File: config.mk
export PLATFORM = sky130hd
export DESIGN_NAME = multicycle_ctrl
export DESIGN_NICKNAME = d
export VERILOG_FILES = /design/src/rtl/risc_pkg.sv /design/src/rtl/instr_decode.sv /design/src/rtl/multicycle_ctrl.sv
export SDC_FILE = /design/constraint.sdc
export NUM_CORES = 1
export LEC_CHECK = 0
export CAP_MARGIN = 20
export CELL_PAD_IN_SITES_DETAIL_PLACEMENT = 0
export CELL_PAD_IN_SITES_GLOBAL_PLACEMENT = 1
export CORE_MARGIN = 2
export CORE_UTILIZATION = 30
export DETAILED_ROUTE_END_ITERATION = 7
export GPL_TIMING_DRIVEN = 0
export PLACE_DENSITY = 0.81
export SETUP_SLACK_MARGIN = 0.4
export SLEW_MARGIN = 0
export SYNTH_ARGS = -nofsm -noshare
export SYNTH_HDL_FRONTEND = slang
export SYNTH_HIERARCHICAL = 1
export SYNTH_SLANG_ARGS = --single-unit
File: constraint.sdc
create_clock -name clk -period 2.4 [get_ports clk]
set_input_delay 0.36 -clock clk [delete_from_list [all_inputs] [get_ports clk]]
set_output_delay 0.36 -clock clk [all_outputs]
set_load 0.05 [all_outputs]
File: src/rtl/risc_pkg.sv
// rtl/risc_pkg.sv - opcode/funct, ALU, pc_src and state definitions for the multi-cycle RISC controller
package risc_pkg;

  localparam logic [5:0] OP_RTYPE = 6'b000000;
  localparam logic [5:0] OP_BGEZ  = 6'b000001;
  localparam logic [5:0] OP_J     = 6'b000010;
  localparam logic [5:0] OP_BEQ   = 6'b000100;
  localparam logic [5:0] OP_ADDI  = 6'b001000;
  localparam logic [5:0] OP_SLTI  = 6'b001010;
  localparam logic [5:0] OP_ANDI  = 6'b001100;
  localparam logic [5:0] OP_ORI   = 6'b001101;
  localparam logic [5:0] OP_LUI   = 6'b001111;
  localparam logic [5:0] OP_LB    = 6'b100000;
  localparam logic [5:0] OP_LH    = 6'b100001;
  localparam logic [5:0] OP_SB    = 6'b101000;
  localparam logic [5:0] OP_SH    = 6'b101001;

  localparam logic [5:0] FN_ADD = 6'b100000;
  localparam logic [5:0] FN_SUB = 6'b100010;
  localparam logic [5:0] FN_AND = 6'b100100;
  localparam logic [5:0] FN_OR  = 6'b100101;
  localparam logic [5:0] FN_NOR = 6'b100111;
  localparam logic [5:0] FN_SLT = 6'b101010;

  // {invA, invB/Cin, op[1:0]}
  localparam logic [3:0] ALU_AND = 4'b0000;
  localparam logic [3:0] ALU_OR  = 4'b0001;
  localparam logic [3:0] ALU_ADD = 4'b0010;
  localparam logic [3:0] ALU_SUB = 4'b0110;
  localparam logic [3:0] ALU_SLT = 4'b0111;
  localparam logic [3:0] ALU_NOR = 4'b1100;

  localparam logic [1:0] PC_SEQ    = 2'b00;
  localparam logic [1:0] PC_JUMP   = 2'b01;
  localparam logic [1:0] PC_BRANCH = 2'b10;

  typedef enum logic [2:0] {
    S_IDLE   = 3'd0,
    S_FETCH  = 3'd1,
    S_DECODE = 3'd2,
    S_EXEC   = 3'd3,
    S_MEM    = 3'd4,
    S_WB     = 3'd5,
    S_ERR    = 3'd6
  } state_t;

  typedef enum logic [2:0] {
    C_RTYPE,
    C_IMM,
    C_BRANCH,
    C_JUMP,
    C_LOAD,
    C_STORE,
    C_ILLEGAL
  } iclass_t;

  function automatic logic is_mem_class(input iclass_t c);
    return (c == C_LOAD) || (c == C_STORE);
  endfunction

endpackage

File: src/rtl/instr_decode.sv
// rtl/instr_decode.sv - combinational opcode/funct classifier and ALU operation select
module instr_decode
  import risc_pkg::*;
(
  input  logic [5:0] opcode,
  input  logic [5:0] funct,
  output logic [3:0] alu_op,
  output iclass_t    iclass,
  output logic       half,
  output logic       ovf_checked
);

  always_comb begin
    alu_op      = ALU_ADD;
    iclass      = C_ILLEGAL;
    half        = 1'b0;
    ovf_checked = 1'b0;
    case (opcode)
      OP_RTYPE: begin
        iclass = C_RTYPE;
        case (funct)
          FN_ADD: begin
            alu_op      = ALU_ADD;
            ovf_checked = 1'b1;
          end
          FN_SUB: begin
            alu_op      = ALU_SUB;
            ovf_checked = 1'b1;
          end
          FN_AND:  alu_op = ALU_AND;
          FN_OR:   alu_op = ALU_OR;
          FN_NOR:  alu_op = ALU_NOR;
          FN_SLT:  alu_op = ALU_SLT;
          default: iclass = C_ILLEGAL;
        endcase
      end
      OP_ADDI: begin
        iclass      = C_IMM;
        alu_op      = ALU_ADD;
        ovf_checked = 1'b1;
      end
      // lui reuses the adder; the datapath supplies the shifted immediate
      OP_LUI: begin
        iclass = C_IMM;
        alu_op = ALU_ADD;
      end
      OP_ANDI: begin
        iclass = C_IMM;
        alu_op = ALU_AND;
      end
      OP_ORI: begin
        iclass = C_IMM;
        alu_op = ALU_OR;
      end
      OP_SLTI: begin
        iclass = C_IMM;
        alu_op = ALU_SLT;
      end
      OP_BEQ: begin
        iclass = C_BRANCH;
        alu_op = ALU_SUB;
      end
      OP_BGEZ: begin
        iclass = C_BRANCH;
        alu_op = ALU_ADD;
      end
      OP_J: iclass = C_JUMP;
      OP_LB: iclass = C_LOAD;
      OP_LH: begin
        iclass = C_LOAD;
        half   = 1'b1;
      end
      OP_SB: iclass = C_STORE;
      OP_SH: begin
        iclass = C_STORE;
        half   = 1'b1;
      end
      default: iclass = C_ILLEGAL;
    endcase
  end

endmodule

File: src/rtl/multicycle_ctrl.sv
// rtl/multicycle_ctrl.sv - multi-cycle FETCH/DECODE/EXEC/MEM/WB sequencer with memory wait timeout and retire counter
module multicycle_ctrl
  import risc_pkg::*;
#(
  parameter int MEM_TIMEOUT = 15,
  parameter int CNT_W       = 16
) (
  input  logic             clk,
  input  logic             reset,
  input  logic [5:0]       opcode,
  input  logic [5:0]       funct,
  input  logic             alu_zero,
  input  logic             alu_ovf,
  input  logic             rs_msb,
  input  logic             imem_ready,
  input  logic             dmem_ready,
  output logic             imem_req,
  output logic             ir_write,
  output logic             pc_write,
  output logic [1:0]       pc_src,
  output logic             alu_src,
  output logic [3:0]       alu_op,
  output logic             dmem_read,
  output logic             dmem_write,
  output logic             half,
  output logic             reg_write,
  output logic             reg_dst,
  output logic             mem_to_reg,
  output logic             illegal,
  output logic             ovf_exc,
  output logic             bus_err,
  output logic [CNT_W-1:0] instr_count,
  output logic [2:0]       state_dbg
);

  localparam int WAIT_W = (MEM_TIMEOUT < 1) ? 1 : $clog2(MEM_TIMEOUT + 1);
  localparam logic [WAIT_W-1:0] LIMIT = WAIT_W'(MEM_TIMEOUT);

  state_t            state;
  logic [WAIT_W-1:0] wait_cnt;
  logic [3:0]        dec_alu_op;
  iclass_t           iclass;
  logic              dec_half;
  logic              ovf_checked;
  logic              limit_hit;
  logic              is_beq;

  instr_decode u_decode (
    .opcode      (opcode),
    .funct       (funct),
    .alu_op      (dec_alu_op),
    .iclass      (iclass),
    .half        (dec_half),
    .ovf_checked (ovf_checked)
  );

  assign limit_hit = (MEM_TIMEOUT != 0) && (wait_cnt == LIMIT);
  assign is_beq    = (opcode == OP_BEQ);
  assign state_dbg = state;

  // The wait counter defaults to clear so that any state change or ready resets it.
  always_ff @(posedge clk) begin
    if (reset) begin
      state       <= S_IDLE;
      wait_cnt    <= '0;
      instr_count <= '0;
      bus_err     <= 1'b0;
    end else begin
      wait_cnt <= '0;
      case (state)
        S_IDLE: state <= S_FETCH;
        S_FETCH: begin
          if (imem_ready) begin
            state <= S_DECODE;
          end else if (limit_hit) begin
            state   <= S_ERR;
            bus_err <= 1'b1;
          end else begin
            wait_cnt <= wait_cnt + 1'b1;
          end
        end
        S_DECODE: begin
          case (iclass)
            C_JUMP: begin
              state       <= S_FETCH;
              instr_count <= instr_count + 1'b1;
            end
            C_ILLEGAL: state <= S_FETCH;
            default:   state <= S_EXEC;
          endcase
        end
        S_EXEC: begin
          if (iclass == C_BRANCH) begin
            state       <= S_FETCH;
            instr_count <= instr_count + 1'b1;
          end else if (is_mem_class(iclass)) begin
            state <= S_MEM;
          end else if (ovf_checked && alu_ovf) begin
            state       <= S_FETCH;
            instr_count <= instr_count + 1'b1;
          end else begin
            state <= S_WB;
          end
        end
        S_MEM: begin
          if (dmem_ready) begin
            if (iclass == C_LOAD) begin
              state <= S_WB;
            end else begin
              state       <= S_FETCH;
              instr_count <= instr_count + 1'b1;
            end
          end else if (limit_hit) begin
            state   <= S_ERR;
            bus_err <= 1'b1;
          end else begin
            wait_cnt <= wait_cnt + 1'b1;
          end
        end
        S_WB: begin
          state       <= S_FETCH;
          instr_count <= instr_count + 1'b1;
        end
        S_ERR:   state <= S_ERR;
        default: state <= S_IDLE;
      endcase
    end
  end

  always_comb begin
    imem_req   = 1'b0;
    ir_write   = 1'b0;
    pc_write   = 1'b0;
    pc_src     = PC_SEQ;
    alu_src    = 1'b0;
    alu_op     = ALU_AND;
    dmem_read  = 1'b0;
    dmem_write = 1'b0;
    half       = 1'b0;
    reg_write  = 1'b0;
    reg_dst    = 1'b0;
    mem_to_reg = 1'b0;
    illegal    = 1'b0;
    ovf_exc    = 1'b0;
    case (state)
      S_FETCH: begin
        imem_req = 1'b1;
        ir_write = imem_ready;
        pc_write = imem_ready;
      end
      S_DECODE: begin
        if (iclass == C_JUMP) begin
          pc_write = 1'b1;
          pc_src   = PC_JUMP;
        end
        illegal = (iclass == C_ILLEGAL);
      end
      // PC already holds PC+4 here, so the branch adder sees the right base.
      S_EXEC: begin
        alu_op  = dec_alu_op;
        alu_src = (iclass == C_RTYPE) || is_beq;
        if (iclass == C_BRANCH) begin
          pc_src   = PC_BRANCH;
          pc_write = is_beq ? alu_zero : ~rs_msb;
        end
        ovf_exc = ovf_checked && alu_ovf;
      end
      S_MEM: begin
        dmem_read  = (iclass == C_LOAD);
        dmem_write = (iclass == C_STORE);
        half       = dec_half;
      end
      S_WB: begin
        reg_write  = 1'b1;
        reg_dst    = (iclass == C_RTYPE);
        mem_to_reg = (iclass != C_LOAD);
      end
      default: ;
    endcase
  end

endmodule

=== After elaboration in Yosys (flattened, before gate mapping) ===
Index checks and enable logic that the tools add are counted.

* Eq/ne operators: 38
* Multiply operators: 0
* Magnitude comparators: 0
* Divide/modulo/power cells: 0
* Reductions and logical operators: 19
* Bitwise operators: 1
* Add/subtract/negate cells: 2
* Shift operators: 0
* Multiplexer cells: 50

{| class="wikitable"
|+ Operators by type and width
! operator !! count
|-
| 16-bit two-way mux || 6
|-
| 16-bit case mux with 4 select lines || 1
|-
| 6-bit equality test (second input constant) || 10
|-
| 4-bit case mux with 5 select lines || 2
|-
| 3-bit case mux with 6 select lines || 2
|-
| 6-bit by 4-bit equality test with 1-bit output (second input constant) || 5
|-
| 3-bit two-way mux || 8
|-
| 1-bit two-way mux || 20
|-
| 3-bit equality test (second input constant) || 6
|-
| 16-bit by 1-bit adder with 16-bit output (second input constant) || 1
|-
| 4-bit two-way mux || 4
|-
| 2-bit OR reduction || 7
|-
| 3-bit by 2-bit equality test with 1-bit output (second input constant) || 4
|-
| 2-bit inequality test (second input constant) || 5
|-
| 3-bit inequality test (second input constant) || 3
|-
| 4-bit case mux with 2 select lines || 1
|-
| 6-bit by 1-bit equality test with 1-bit output (second input constant) || 1
|-
| 6-bit by 2-bit equality test with 1-bit output (second input constant) || 1
|-
| 6-bit by 3-bit equality test with 1-bit output (second input constant) || 1
|-
| 3-bit zero test || 2
|-
| 6-bit zero test || 1
|-
| 6-bit AND reduction || 1
|-
| 6-bit OR reduction || 1
|-
| 5-bit OR reduction || 1
|-
| other kinds (13) || 16
|}

* Memory bits (writable): 0
* Bits in registers: 24
* Memories: 0
* Input bits: 19
* Latch bits: 0
* Memory bits (read-only): 0
* Output and inout bits: 38

=== Logic depth before layout (Yosys ltp) ===
* Depth after elaboration: 9
* Gate-level depth with buffers: 12
* Gate-level depth less buffers: 9

=== Modules after synthesis ===
The synthesis kept the hierarchy.

{| class="wikitable"
|+ By module, submodules not included
! module !! instances !! cells each !! area an instance (um^2)
|-
| multicycle_ctrl || 1 || 184 || 1477.7
|-
| instr_decode || 1 || 58 || 387.9
|}

=== Worst setup path before layout ===
No wires, ideal clock.

* Kind: input-to-output
* From: in opcode[2]
* To: out pc_write
* Arrival time: 3.792 ns
* Path buffers: 1
* Stages on the path: 7
* Setup slack: -1.752 ns
* Path through: buf_4 a211oi_1 a211oi_1 a311oi_1 o21ai_1 nor4b_1 a311o_1

* Word-level cells in the longest chain between the ends: 6
* Elaborated cells on any way between the ends: 24
* Those cells by class: 14 x eq/ne; 5 x mux; 5 x reduce/logical

{| class="wikitable"
|+ Ends and longest elaborated chain
! item !! line !! source
|-
| from (decl) || multicycle_ctrl.sv:10 || <nowiki>input logic [5:0] opcode,</nowiki>
|-
| 6-bit by 4-bit equality test with 1-bit output (tied with other cells) || instr_decode.sv:18 || <nowiki>case (opcode)</nowiki>
|-
| 5-bit OR reduction (no source line) / 2-bit OR reduction (equally long branches) || n/a ||
|-
| 3-bit case mux with 6 select lines (*) || instr_decode.sv:18 ||
|-
| via iclass[2] || multicycle_ctrl.sv:42 || <nowiki>iclass_t iclass;</nowiki>
|-
| 3-bit by 2-bit equality test with 1-bit output (on tied branches) || multicycle_ctrl.sv:162, multicycle_ctrl.sv:152 ||
|-
| 1-bit two-way mux (on tied branches) || multicycle_ctrl.sv:162, multicycle_ctrl.sv:152 ||
|-
| 1-bit case mux with 3 select lines (*) || multicycle_ctrl.sv:145 || <nowiki>case (state)</nowiki>
|-
| to (decl) || multicycle_ctrl.sv:19 || <nowiki>output logic pc_write,</nowiki>
|}

The timed path passes the listed nets; every way through them passes the cells marked *.

=== Final worst setup path ===
* From: in opcode[5]
* To: out alu_src

* Word-level cells in the longest chain between the ends: 6
* Elaborated cells on any way between the ends: 21
* Those cells by class: 12 x eq/ne; 2 x mux; 7 x reduce/logical

{| class="wikitable"
|+ Ends and longest elaborated chain
! item !! line !! source
|-
| 6-bit by 4-bit equality test with 1-bit output (tied with other cells) || instr_decode.sv:18 ||
|-
| 5-bit OR reduction (no source line) / 2-bit OR reduction (equally long branches) || n/a ||
|-
| 3-bit case mux with 6 select lines (*) || instr_decode.sv:18 ||
|-
| via iclass[1] || multicycle_ctrl.sv:42 ||
|-
| 3-bit zero test (*) || multicycle_ctrl.sv:161 || <nowiki>alu_src = (iclass == C_RTYPE) || is_beq;</nowiki>
|-
| 1-bit logical OR (*) || multicycle_ctrl.sv:161 ||
|-
| 1-bit two-way mux (*) || multicycle_ctrl.sv:145 ||
|-
| to (decl) || multicycle_ctrl.sv:21 || <nowiki>output logic alu_src,</nowiki>
|}

Marked as above.

==> reports/results.txt <==
status - complete, but fails checks
failing checks - negative setup slack
hold_sp - wait_cnt[0]
most frequent CP cell - buf_6
Filler cells - 556
first-pass GRT wire length - 9980 µm
ys flop type - dfxtp_1
Clock power frac - 24.8%
drt total wl - 6030 µm
Final ANT Viol Nets - 0
Mapped Cells - 242
skew final - 0.00626 ns
CP peak stage delay - 0.37 ns
Die Footprint - 6860 µm²
met2 routed WL - 2880 µm
total negative slack - -3.07 ns
post-synthesis cell type count - 59
CP bufs+invs - 4
diodes inserted - 0
Chip Width - 82.9 µm
combinational share of power - 37.4%
Max VDD drop - 0.000258 V
Critical Path Slowest Stage Cell - or3_4
final setup margin - -0.256 ns
Highest Signal Layer - met4
htree depth - 1
WL per Instance - 15.0 µm
TritonCTS clock tree - yes
worst-path fanout max - 5
area share of the largest cell type after synthesis - 25.8%
Avg Synthesized Cell Area - 7.71 µm²
DRT Pass-1 Iters - 4
worst slew pin tran - 0.684 ns
Storage cell area - 484 µm²
vias in the first global route - 2082
fraction of registers with async set/reset - 0%
clk sinks - 24
R2R depth - 8
largest net degree at the start of global routing - 14
vias - 2131
Static Leak - 1.18 nW
synthesized flop and latch total - 24
worst skew pair latency - 0.27 ns
switch share - 33.7%
DR iter-0 viols - 86
CTS Hold Bufs - 0
RR Startpoint - state_dbg[2]
reg2reg end - instr_count[3]
final worst-path cycle share - 111%
deepest clock path buffer count - 2
initial antenna violation count - 0
die height - 82.9 µm
# setup viols final - 23
routed wl met3 - 217 µm
ratio of cells with drive above 1 in the final layout - 42.8%
Total GRT Usage - 16.9%
Post-synth EDFFs - 0
fin crit period - 2.66 ns
DRC Markers - 0
worst path cell trace - buf_6 > buf_8 > and4b_2 > a211oi_4 > a311oi_4 > o41ai_2 > buf_4 > or3_4 > a21oi_4 > buf_6
Synth top cells by count - a21oi_1, nor2_1, dfxtp_1
dpl hpwl - 4000 µm
Vias/cell - 5.30
hold depth - 1
synthesized area - 1870 µm²
fmax - 377 MHz
crit-path leading delay family - compound AO/OA/AOI/OAI gates
Layout Area Growth over Synthesis - 74.6%
worst reg2reg setup slack - 0.17 ns
routability cong. - 0.871
Clock Root Buffer - clkbuf_8
Clock transition at path regs - 0.08 ns
CP endpoint kind - output port
Syn Nets - 264
dominant cell type by area after synthesis - dfxtp_1
P_sw - 0.000373 W
wl on met1 - 2880 µm
WP depth - 10
Core Footprint - 5960 µm²
final design utilization - 54.7%
synthesis warning total - 6
Sequential Power Share - 37.8%
Req. time, crit path - 2.04 ns
Int Pwr - 0.000735 W
GRT Residual Overflow - 0
final count of hold timing violations - 0
Layout Nets - 350
kind of critical path - in -> out
Seq/Total Area, Yosys - 25.8%
Max-slew headroom - 54.4%
CTS buffer count - 3
startpoint types - input port
worst endpoint data arrival time - 2.30 ns
Final Hold Slack - 0.474 ns
Slew Viols, Final - 0
top-count cell post-synth - a21oi_1
number of cell rows - 28
MaxCap Viol Count - 0
largest cells by area after synthesis - dfxtp_1, a21oi_1, nor2_1
RSZ-0062 raised after global routing - yes
Multi-input gate area - 1640 µm²
IO Pins - 57
Worst Hold Class - reg -> reg
PD cells - 340 nW/µm²
port bufs - 56
end of the worst hold path - wait_cnt[0]
total power - 0.00111 W
Starting Density - 31.3%
## metrics by stage
step,instances,cell area [µm²],setup slack (ns)
global route,402,3260,-0.347
CTS,395,3030,-0.237
floorplan,242,2000,-0.353
finish,402,3260,-0.256
detailed placement,373,2660,-1.50
global placement,373,2660,-1.49
## worst max path at each step
| stage | from | slack, ns | endpoint |
|---|---|---|---|
| 2_1_floorplan | opcode[2] | -0.35 | pc_write |
| 3_3_place_gp | opcode[1] | -1.49 | dmem_read |
| 3_5_place_dp | opcode[1] | -1.50 | dmem_read |
| 4_1_cts | opcode[5] | -0.24 | alu_src |
| 5_1_grt | opcode[2] | -0.35 | instr_count[3] |
| 6_report | opcode[5] | -0.26 | alu_src |
## registers in the layout (all words and copies together), names as in the netlist
name	cells
instr_count	16
bus_err	1
state_dbg	3
wait_cnt	4
## area by class of cell
type / count / area share (%)
Multi-Input combinational cell: 192 / 50.4
Sequential cell: 24 / 14.9
Timing Repair Buffer: 81 / 24.9
Buffer: 16 / 4.03
Clock buffer: 4 / 1.69
Tap cell: 75 / 2.88
Inverter: 10 / 1.23
## cells by family (layout without fill, tap and decap cells)
logic type	count (synthesis)	after routing	synth area share, %
buf+inv	26	111	8.05
simple gates	113	113	36.2
compound gates	68	68	24.0
fa+ha+maj	3	3	2.01
mux	3	3	1.61
xor+xnor	5	5	2.35
flops	24	24	25.8
## routing by layer
| layer | vias up | global-route usage, % |
|---|---|---|
| li1 | 1064 | - |
| met1 | 1018 | 22.8 |
| met2 | 44 | 28.2 |
| met3 | 5 | 2.88 |
| met4 | 0 | 3.58 |
| met5 | - | 0 |
## cells in the final DEF (no fill, tap or decap), drive strengths merged, types with 2 or more instances in the layout
| cell | n |
|---|---|
| and2 | 4 |
| a31o | 2 |
| a21oi | 28 |
| xnor2 | 2 |
| nand3 | 8 |
| nor3b | 5 |
| clkbuf | 11 |
| clkdlybuf4s18 | 2 |
| nand3b | 4 |
| nand2b | 8 |
| buf | 57 |
| xor2 | 3 |
| or4 | 8 |
| o41ai | 2 |
| nand4 | 3 |
| nand2 | 15 |
| a31oi | 3 |
| nor4b | 3 |
| nor3 | 5 |
| clkdlybuf4s15 | 5 |
| dfxtp | 24 |
| and4 | 2 |
| a211oi | 2 |
| dlymetal6s2s | 2 |
| o211ai | 2 |
| clkdlybuf4s50 | 24 |
| and4b | 2 |
| nor2 | 26 |
| o31ai | 7 |
| ha | 3 |
| inv | 10 |
| o21ai | 12 |
| or3 | 8 |
| and3 | 6 |
| mux2i | 3 |
| nor2b | 4 |
## worst reg2reg max path: stages, from the launching register on
cell      delay, ns
dfxtp_2        0.35
buf_2          0.21
inv_1          0.11
ha_1           0.32
a21oi_4        0.21
o211ai_4       0.15
buf_6          0.16
or4_4          0.51
a21oi_2        0.15
## repair_timing
item                                    CTS  global route
pin swaps                                38            25
resized for setup                       198            46
buffers inserted                         16             7
gates cloned                              2             0
endpoints found under the setup margin   38            37
## power groups by stage
stage	combinational, W	clock (W)	sequential, W
3_3_place_gp	0.000322	0	0.000427
5_1_grt	0.000441	0.000300	0.000420
6_report	0.000415	0.000275	0.000418
3_5_place_dp	0.000324	0	0.000427
2_1_floorplan	0.000190	0	0.000451
4_1_cts	0.000381	0.000283	0.000418
Power figures use the tool's default switching activity.
